$ cat config.mk
export PLATFORM = sky130hd
export DESIGN_NAME = reg_dump_streamer_flat
export DESIGN_NICKNAME = d
export VERILOG_FILES = /design/src/rtl/reg_dump_streamer_if.sv /design/src/rtl/reg_dump_streamer.sv /design/src/flat_wrapper.sv
export SDC_FILE = /design/constraint.sdc
export NUM_CORES = 1
export LEC_CHECK = 0
export BUFFER_PORTS_ARGS = -buffer_cell sky130_fd_sc_hd__clkbuf_2
export CORE_AREA = 2 2 97 99
export DETAILED_ROUTE_END_ITERATION = 8
export DIE_AREA = 0 0 99 101
export HOLD_SLACK_MARGIN = 0.12
export SYNTH_ARGS = -nofsm -noshare
export SYNTH_HDL_FRONTEND = slang
export SYNTH_SLANG_ARGS = --single-unit
$ cat constraint.sdc
create_clock -name clk -period 2.49 [get_ports clk]
set_clock_uncertainty 0.15 [all_clocks]
set_input_delay 0.1245 -clock clk [delete_from_list [all_inputs] [get_ports clk]]
set_output_delay 0.1245 -clock clk [all_outputs]
set_load 0.03 [all_outputs]
$ cat src/rtl/reg_dump_streamer_if.sv
// Byte-stream and register-file debug port bundle for reg_dump_streamer.
// master: the streamer (drives dbg_sel and the byte stream).
// slave : the environment (register file, transmitter, host start).
interface reg_dump_streamer_if #(
  parameter int WIDTH = 32
);
  logic             start;
  logic             busy;
  logic             done;
  logic [4:0]       dbg_sel;
  logic [WIDTH-1:0] dbg_data;
  logic [7:0]       tx_data;
  logic             tx_valid;
  logic             tx_ready;

  modport master (
    input  start,
    output busy,
    output done,
    output dbg_sel,
    input  dbg_data,
    output tx_data,
    output tx_valid,
    input  tx_ready
  );

  modport slave (
    output start,
    input  busy,
    input  done,
    input  dbg_sel,
    output dbg_data,
    input  tx_data,
    input  tx_valid,
    output tx_ready
  );
endinterface

$ cat src/rtl/reg_dump_streamer.sv
// Register dump streamer: on start, walks the debug select over registers
// 0..NUM_REGS-1, snapshots each value and sends it MSB byte first on a
// valid/ready byte stream. All outputs are registered.
// Optional feature macro: REG_DUMP_HEADER_EN -- prefixes every register with
// a header byte {3'b000, index} and appends a trailer byte 8'hFF after the
// last register.
module reg_dump_streamer #(
  parameter int WIDTH    = 32,
  parameter int NUM_REGS = 32
) (
  input logic                clk,
  input logic                reset,
  reg_dump_streamer_if.master bus
);

  localparam int BYTES = WIDTH / 8;
`ifdef REG_DUMP_HEADER_EN
  localparam int HDR_BYTES = 1;
`else
  localparam int HDR_BYTES = 0;
`endif
  // byte_cnt value of the last byte of one register (header included)
  localparam int LAST_CNT = BYTES - 1 + HDR_BYTES;
  localparam int CNT_W    = (LAST_CNT < 1) ? 1 : $clog2(LAST_CNT + 1);
  localparam logic [CNT_W-1:0] LAST_CNT_V = CNT_W'(LAST_CNT);
  localparam logic [4:0]       LAST_REG   = 5'(NUM_REGS - 1);

  typedef enum logic [2:0] {
    ST_IDLE  = 3'd0,
    ST_LOAD  = 3'd1,
    ST_SEND  = 3'd2,
    ST_TRAIL = 3'd3,
    ST_DONE  = 3'd4
  } state_e;

  // Data byte idx of a register value, byte 0 being the most significant.
  function automatic logic [7:0] f_data_byte(input logic [WIDTH-1:0] data,
                                             input logic [CNT_W-1:0] idx);
    logic [WIDTH-1:0] w_shifted;
    w_shifted = data << {idx, 3'b000};
    return w_shifted[WIDTH-1 -: 8];
  endfunction

  state_e           r_state,    w_state_nxt;
  logic [4:0]       r_reg_idx,  w_reg_idx_nxt;
  logic [4:0]       r_dbg_sel;
  logic [CNT_W-1:0] r_byte_cnt, w_byte_cnt_nxt;
  logic [WIDTH-1:0] r_shadow,   w_shadow_nxt;
  logic [7:0]       r_tx_data,  w_tx_data_nxt;
  logic             r_tx_valid, w_tx_valid_nxt;
  logic             r_busy,     w_busy_nxt;
  logic             r_done,     w_done_nxt;

  assign bus.busy     = r_busy;
  assign bus.done     = r_done;
  assign bus.dbg_sel  = r_dbg_sel;
  assign bus.tx_data  = r_tx_data;
  assign bus.tx_valid = r_tx_valid;

  // State register plus registered outputs; reset returns to idle at once.
  always_ff @(posedge clk or posedge reset) begin
    if (reset) begin
      r_state    <= ST_IDLE;
      r_reg_idx  <= 5'd0;
      r_dbg_sel  <= 5'd0;
      r_byte_cnt <= '0;
      r_shadow   <= '0;
      r_tx_data  <= 8'h00;
      r_tx_valid <= 1'b0;
      r_busy     <= 1'b0;
      r_done     <= 1'b0;
    end else begin
      r_state    <= w_state_nxt;
      r_reg_idx  <= w_reg_idx_nxt;
      // dbg_sel follows reg_idx on the same edge so LOAD sees a settled select
      r_dbg_sel  <= w_reg_idx_nxt;
      r_byte_cnt <= w_byte_cnt_nxt;
      r_shadow   <= w_shadow_nxt;
      r_tx_data  <= w_tx_data_nxt;
      r_tx_valid <= w_tx_valid_nxt;
      r_busy     <= w_busy_nxt;
      r_done     <= w_done_nxt;
    end
  end

  // Next-state and next-output decode; everything holds unless changed.
  always_comb begin
    w_state_nxt    = r_state;
    w_reg_idx_nxt  = r_reg_idx;
    w_byte_cnt_nxt = r_byte_cnt;
    w_shadow_nxt   = r_shadow;
    w_tx_data_nxt  = r_tx_data;
    w_tx_valid_nxt = r_tx_valid;
    w_busy_nxt     = r_busy;
    w_done_nxt     = 1'b0;

    case (r_state)
      ST_IDLE: begin
        if (bus.start) begin
          w_state_nxt   = ST_LOAD;
          w_reg_idx_nxt = 5'd0;
          w_busy_nxt    = 1'b1;
        end else begin
          w_state_nxt   = ST_IDLE;
        end
      end

      ST_LOAD: begin
        // snapshot once; later writes to this register are not reflected
        w_shadow_nxt   = bus.dbg_data;
        w_byte_cnt_nxt = '0;
        w_tx_valid_nxt = 1'b1;
`ifdef REG_DUMP_HEADER_EN
        w_tx_data_nxt  = {3'b000, r_reg_idx};
`else
        w_tx_data_nxt  = f_data_byte(bus.dbg_data, '0);
`endif
        w_state_nxt    = ST_SEND;
      end

      ST_SEND: begin
        if (bus.tx_ready) begin
          if (r_byte_cnt == LAST_CNT_V) begin
            if (r_reg_idx == LAST_REG) begin
`ifdef REG_DUMP_HEADER_EN
              w_state_nxt    = ST_TRAIL;
              w_tx_data_nxt  = 8'hFF;
              w_tx_valid_nxt = 1'b1;
`else
              w_state_nxt    = ST_DONE;
              w_tx_valid_nxt = 1'b0;
              w_busy_nxt     = 1'b0;
              w_done_nxt     = 1'b1;
`endif
            end else begin
              w_state_nxt    = ST_LOAD;
              w_reg_idx_nxt  = r_reg_idx + 5'd1;
              w_tx_valid_nxt = 1'b0;
            end
          end else begin
            w_byte_cnt_nxt = r_byte_cnt + CNT_W'(1);
`ifdef REG_DUMP_HEADER_EN
            // byte_cnt 0 is the header, so data byte index lags by one
            w_tx_data_nxt  = f_data_byte(r_shadow, r_byte_cnt);
`else
            w_tx_data_nxt  = f_data_byte(r_shadow, r_byte_cnt + CNT_W'(1));
`endif
          end
        end else begin
          // stalled: byte and valid held
          w_state_nxt = ST_SEND;
        end
      end

`ifdef REG_DUMP_HEADER_EN
      ST_TRAIL: begin
        if (bus.tx_ready) begin
          w_state_nxt    = ST_DONE;
          w_tx_valid_nxt = 1'b0;
          w_busy_nxt     = 1'b0;
          w_done_nxt     = 1'b1;
        end else begin
          w_state_nxt = ST_TRAIL;
        end
      end
`endif

      ST_DONE: begin
        // start is ignored here; done drops on the way back to idle
        w_state_nxt = ST_IDLE;
      end

      default: begin
        w_state_nxt    = ST_IDLE;
        w_tx_valid_nxt = 1'b0;
        w_busy_nxt     = 1'b0;
      end
    endcase
  end

endmodule

$ cat src/flat_wrapper.sv
// flat-port wrapper written by rule: the top's interface ports become plain ports
module reg_dump_streamer_flat 
#(
  parameter int WIDTH    = 32,
  parameter int NUM_REGS = 32
)
  (clk, reset, bus_start, bus_busy, bus_done, bus_dbg_sel, bus_dbg_data, bus_tx_data, bus_tx_valid, bus_tx_ready);
  reg_dump_streamer_if #(.WIDTH(WIDTH)) bus_i ();
  input logic clk;
  input logic reset;
  input wire logic [$bits(bus_i.start)-1:0] bus_start;
  output wire logic [$bits(bus_i.busy)-1:0] bus_busy;
  output wire logic [$bits(bus_i.done)-1:0] bus_done;
  output wire logic [$bits(bus_i.dbg_sel)-1:0] bus_dbg_sel;
  input wire logic [$bits(bus_i.dbg_data)-1:0] bus_dbg_data;
  output wire logic [$bits(bus_i.tx_data)-1:0] bus_tx_data;
  output wire logic [$bits(bus_i.tx_valid)-1:0] bus_tx_valid;
  input wire logic [$bits(bus_i.tx_ready)-1:0] bus_tx_ready;
  assign bus_i.start = bus_start;
  assign bus_busy = bus_i.busy;
  assign bus_done = bus_i.done;
  assign bus_dbg_sel = bus_i.dbg_sel;
  assign bus_i.dbg_data = bus_dbg_data;
  assign bus_tx_data = bus_i.tx_data;
  assign bus_tx_valid = bus_i.tx_valid;
  assign bus_i.tx_ready = bus_tx_ready;
  reg_dump_streamer #(.WIDTH(WIDTH), .NUM_REGS(NUM_REGS)) u_core (.clk(clk), .reset(reset), .bus(bus_i));
endmodule
---- Yosys cells after proc, flatten, opt, wreduce, memory -nomap -nowiden ----
Index checks and enable logic that the tools add are counted.
word-level totals
  bits in registers ....................... 53
  bits of input ports ..................... 36
  logic and storage cells ................. 62
operators by class
  add/sub/neg operators ................... 2
  eq/ne operators ......................... 12
  shift operators ......................... 1
  multiplexer cells ....................... 28
  bitwise operators ....................... 2
  reductions and logical operators ........ 9
operators with widths
  cell                                                 number
  << shifter 32 x 5 -> 32 bit                          1
  2-to-1 mux 5 bit                                     4
  2-to-1 mux 8 bit                                     2
  one-hot mux 8 bit (2 select lines)                   1
  2-to-1 mux 1 bit                                     11
  one-hot mux 5 bit (2 select lines)                   1
  AND reduction 5 bit                                  2
  2-to-1 mux 3 bit                                     3
  one-hot mux 3 bit (3 select lines)                   1
  != test 2 bit, second input constant                 4
  one-hot mux 1 bit (3 select lines)                   2
  AND reduction 3 bit                                  2
  adder 5 x 1 -> 5 bit, second input constant          1
  equality test 5 bit, second input constant           1
  2-to-1 mux 2 bit                                     2
  != test 2 x 1 -> 1 bit, second input constant        2
  one-hot mux 2 bit (2 select lines)                   1
  nonzero test 2 bit                                   2
  OR reduction 2 bit                                   2
  equality test 3 x 1 -> 1 bit, second input constant  1
  equality test 3 x 2 -> 1 bit, second input constant  1
  equality test 3 bit, second input constant           1
  zero test 3 bit                                      1
  != test 3 x 2 -> 1 bit, second input constant        1
  3 further kinds                                      4

---- Logic depth before layout (Yosys ltp) ----
  word-level depth ........................ 5
  gate-level depth with buffers ........... 6
  gate-level depth less buffers ........... 6

---- Least setup slack after synthesis ----
Ideal clock, no wire load.
  path type ............................... reg2reg
  from .................................... register u_core.r_reg_idx[0]
  to ...................................... register u_core.r_reg_idx[1]
  library setup time ...................... 0.079 ns
  arrival time ............................ 1.791 ns
  data required time ...................... 2.261 ns
  path slack .............................. 0.470 ns
  cell stages (with the launch flop) ...... 6
  path buffers ............................ 0
  period minus slack after synthesis ...... 2.020 ns
  path through ............................ dfrtp_1 > ha_1 > and3_1 > ha_1 > a221oi_4 > mux2i_1
between the ends
  word-level cells in the longest chain between the ends .. 5
  elaborated cells between the ends (all ways) .. 8
RTL lines
  item                                RTL line                  source
  start, declared                     reg_dump_streamer.sv:45   logic [4:0] r_reg_idx, w_reg_idx_nxt;
  start signal, assigned              reg_dump_streamer.sv:74   r_reg_idx <= w_reg_idx_nxt;
  adder 5 x 1 -> 5 bit                reg_dump_streamer.sv:137  w_reg_idx_nxt = r_reg_idx + 5'd1;
  2-to-1 mux 5 bit                    reg_dump_streamer.sv:124  if (r_reg_idx == LAST_REG) begin
  2-to-1 mux 5 bit                    reg_dump_streamer.sv:123  if (r_byte_cnt == LAST_CNT_V) begin
  2-to-1 mux 5 bit                    reg_dump_streamer.sv:122  if (bus.tx_ready) begin
  one-hot mux 5 bit (2 select lines)  reg_dump_streamer.sv:97   case (r_state)
Parallel ways exist; a longest one is shown, timed or not. The select of a mux whose other input is x is not followed.
A chain may end at the register's enable or synchronous reset.

---- Worst setup path in the final report ----
  from .................................... register u_core.r_byte_cnt[1]
  to ...................................... register u_core.r_tx_data[1], in the netlist u_core.bus.tx_data[1]
between the ends
  word-level cells in the longest chain between the ends .. 5
  elaborated cells between the ends (all ways) .. 8
RTL lines
  item                                RTL line                  source
  start, declared                     reg_dump_streamer.sv:47   logic [CNT_W-1:0] r_byte_cnt, w_byte_cnt_nxt;
  start signal, assigned              reg_dump_streamer.sv:77   r_byte_cnt <= w_byte_cnt_nxt;
  adder 2 x 1 -> 2 bit                reg_dump_streamer.sv:146  w_tx_data_nxt = f_data_byte(r_shadow, r_byte_cnt + CNT_W'(1));
  << shifter 32 x 5 -> 32 bit         reg_dump_streamer.sv:40   w_shifted = data << {idx, 3'b000};
  2-to-1 mux 8 bit                    reg_dump_streamer.sv:123
  2-to-1 mux 8 bit                    reg_dump_streamer.sv:122
  one-hot mux 8 bit (2 select lines)  reg_dump_streamer.sv:97
  end signal, assigned                reg_dump_streamer.sv:79   r_tx_data <= w_tx_data_nxt;
  end, declared                       reg_dump_streamer.sv:49   logic [7:0] r_tx_data, w_tx_data_nxt;
Parallel ways exist; a longest one is shown, timed or not. The select of a mux whose other input is x is not followed.

==> flow_metrics.tcl <==
set metrics [dict create \
    fin_crit_ns 2.09 \
    clk-insertion-delay-late_ns 0.31 \
    die_area_sq_mm 0.0100 \
    setup-tns-final_ns 0 \
    synthAdderAreaFrac 0.0185 \
    num_rows 35 \
    p_sw_uw 1370 \
    regArea_sq_mm 0.00133 \
    synth_simple_gate_area_frac 0.0556 \
    die_height_um 101 \
    final_antenna_net_count 0 \
    syn_inst 187 \
    fillers 843 \
    seqPwrFrac 0.364 \
    async_flop_share 1.00 \
    synth_top_family_by_area "multiplexers" \
    grt_overflow 0 \
    synthesis.nets 227 \
    syn-cell-area_sq_mm 0.00270 \
    yosys.area.top_type "dfrtp_1" \
    crit_required_ns 2.53 \
    seq_area_frac_synth 0.491 \
    io_pins 52 \
    crit_fanout 9 \
    netlist.area_leader.share 0.491 \
    start_util 0.301 \
    cellLeakagePower_uw 0.00171 \
    path_class "register to register" \
    pwr-share-comb 0.471 \
    timing.fmax_mhz 478 \
    core-area_sq_mm 0.00898 \
    slew_violations 0 \
    dr.pass1.iters 4 \
    yosys_warnings 0 \
    drt_iter0_drc 84 \
    synth_area_leaders "dfrtp_1 49%, mux2_4 18%, mux4_2 6.7%" \
    place_hpwl_um 3840 \
    cts_tree "done" \
    drt-total-wl_um 5710 \
    rsz0062_at_grt "no" \
    swShare 0.330 \
    tightest_slew_ns 0.741 \
    first_global_vias 1902 \
    drv_cap 0 \
    post_drt_via_cell_ratio 4.70 \
    wire_per_inst_um 14.7 \
    clk_pin_slew_worst_paths_ns 0.10 \
    via_count 1827 \
    htree_levels 2 \
    multi_input_area_sq_mm 0.00123 \
    io_buffers 51 \
    synth_cell_type_count 41 \
    min_period_over_period 0.840 \
    synth_seq_cells 53 \
    intPower_uw 2780 \
    synth.area.mux_share 0.252 \
    antenna_found_initial 0 \
    cts-resized-gates 0 \
    arrival_ns 2.13 \
    grt_max_degree 45 \
    grt_pass1_wl_um 9480 \
    synth_xor_area_frac 0 \
    clockBufferDepth 2 \
    cts_buffers 5 \
    synth_edf_count 0 \
    setup_viol 0 \
    antenna_cells 0 \
    slew_headroom 0.503 \
    gp_congestion 0.750 \
    synth_flop_cell "dfrtp_1" \
    die_w_um 99 \
    p_total_uw 4140 \
    status "finished clean" \
    clkPwrFrac 0.165 \
    cellPowerDensity_mw_per_mm2 1170 \
    setup_ws_ns 0.398 \
    grt.total_usage 0.119 \
    avgSynthCellArea_sq_um 14.4 \
    drc_errors 0 \
    hold_class "register to register" \
    place_ws_ns 0.349 \
    endpoint_kind "register" \
    clk_root_buffer_cell "clkbuf_8" \
    finalHoldViolations 0 \
    vdd_drop_max_mv 0.395 \
    drive_gt1_frac 0.446 \
    final_nets 317 \
    critPathLaunchType "register" \
    synthToLayoutAreaGrowth_pct 31.4 \
    clock_sinks 53 \
    synth_compound_area_frac 0.129 \
]
[synthesized netlist by cell type (all sizes together), types with 2 or more instances]
master	number
dfrtp	53
mux2	32
inv	14
buf	10
a2bb2oi	9
mux4	8
o221a	8
nand2	5
ha	4
o21ai	4
a21oi	3
nand2b	3
nor2	3
a21boi	2
a22o	2
and3	2
mux2i	2
nand3	2
o21a	2
or3b	2
[power by group through the flow]
stage	sequential [uW]	clock [uW]	combinational, uW
2_1_floorplan	1630	0	1430
3_3_place_gp	1520	0	1900
3_5_place_dp	1530	0	1920
4_1_cts	1510	700	1980
5_1_grt	1560	735	2110
6_report	1510	685	1950
[timing repair]
item                                    in CTS  in global routing
hold endpoints to repair                    96                  0
hold buffers                                36                  0
endpoints found under the setup margin       0                  0
buffers inserted                             0                  0
[final timing paths]
check | slack [ns] | depth (start not counted) | end | startpoint
worst min register to register | 0.37 | 1 | u_core.r_shadow[7] | u_core.r_shadow[7]
min in group asynchronous | 0.66 | 4 | u_core.bus.done | reset
worst min-delay path | 0.37 | 1 | u_core.r_shadow[7] | u_core.r_shadow[7]
worst max register to register | 0.40 | 3 | u_core.bus.tx_data[1] | u_core.r_byte_cnt[1]
worst max-delay path | 0.40 | 3 | u_core.bus.tx_data[1] | u_core.r_byte_cnt[1]
max in group asynchronous | 0.70 | 5 | u_core.r_shadow[1] | reset
[kinds of logic (layout without fill, tap and decap cells)]
family / Yosys count / count (layout)
AND/OR/NAND/NOR: 24 / 24
AO/OA/AOI/OAI: 39 / 39
adder cells (fa/ha/maj): 4 / 4
multiplexers: 42 / 42
buffers and inverters: 25 / 116
flip-flops: 53 / 53
[critical path, stage by stage (launching register included)]
cell     delay [ns]
dfrtp_1        0.41
ha_1           0.59
mux4_2         0.57
o221a_2        0.25
[per-layer routing]
metal | vias up | track usage | share of wire
met3 | 6 | 0.0284 | 0.048
met4 | 0 | 0.0285 | 0.0096
met5 | - | 0 | 0
met1 | 901 | 0.162 | 0.46
met2 | 42 | 0.195 | 0.48
li1 | 878 | - | -
[layout make-up]
type,instances,area share
flip-flops and latches,53,0.374
multi-input cells,109,0.346
repair buffers,94,0.188
well taps,111,0.0391
clock buffers,5,0.0194
clock inverters,3,0.0183
inverters,14,0.0148
[state kept, by name, indices dropped and copies added, names as in the netlist]
name and flops:
u_core.bus.busy 1, u_core.bus.done 1, u_core.bus.tx_data 8, u_core.bus.tx_valid 1, u_core.r_byte_cnt 2, u_core.r_reg_idx 5, u_core.r_shadow 32, u_core.r_state 3
[cells in the final DEF, fill, tap and decap left out, types with 2 or more instances in the layout]
master	Yosys	final
o21a_1	2	2
mux2_4	32	32
a21boi_0	2	2
a2bb2oi_1	9	9
a21oi_1	3	3
dfrtp_1	53	53
ha_1	4	4
clkbuf_2	0	51
o221a_2	8	8
o21ai_0	4	4
and3_1	2	2
buf_4	1	7
nand2b_1	3	3
mux4_2	8	8
nand2_1	4	4
mux2i_1	2	2
inv_1	14	13
bufinv_16	0	2
clkbuf_8	0	5
a22o_1	2	2
dlygate4sd3_1	0	36
nand3_1	2	2
nor2_1	3	3
[stage by stage]
stage	cell area, sq um	std cells	utilization	hold WS, ns
global placement	3050	345	0.340	-0.108
finish	3550	389	0.395	0.365
floorplan	2700	187	-	0.123
global route	3550	389	0.395	0.380
detailed placement	3050	345	0.340	-0.110
CTS	3550	389	0.395	0.366
Power figures use the tool's default switching activity.
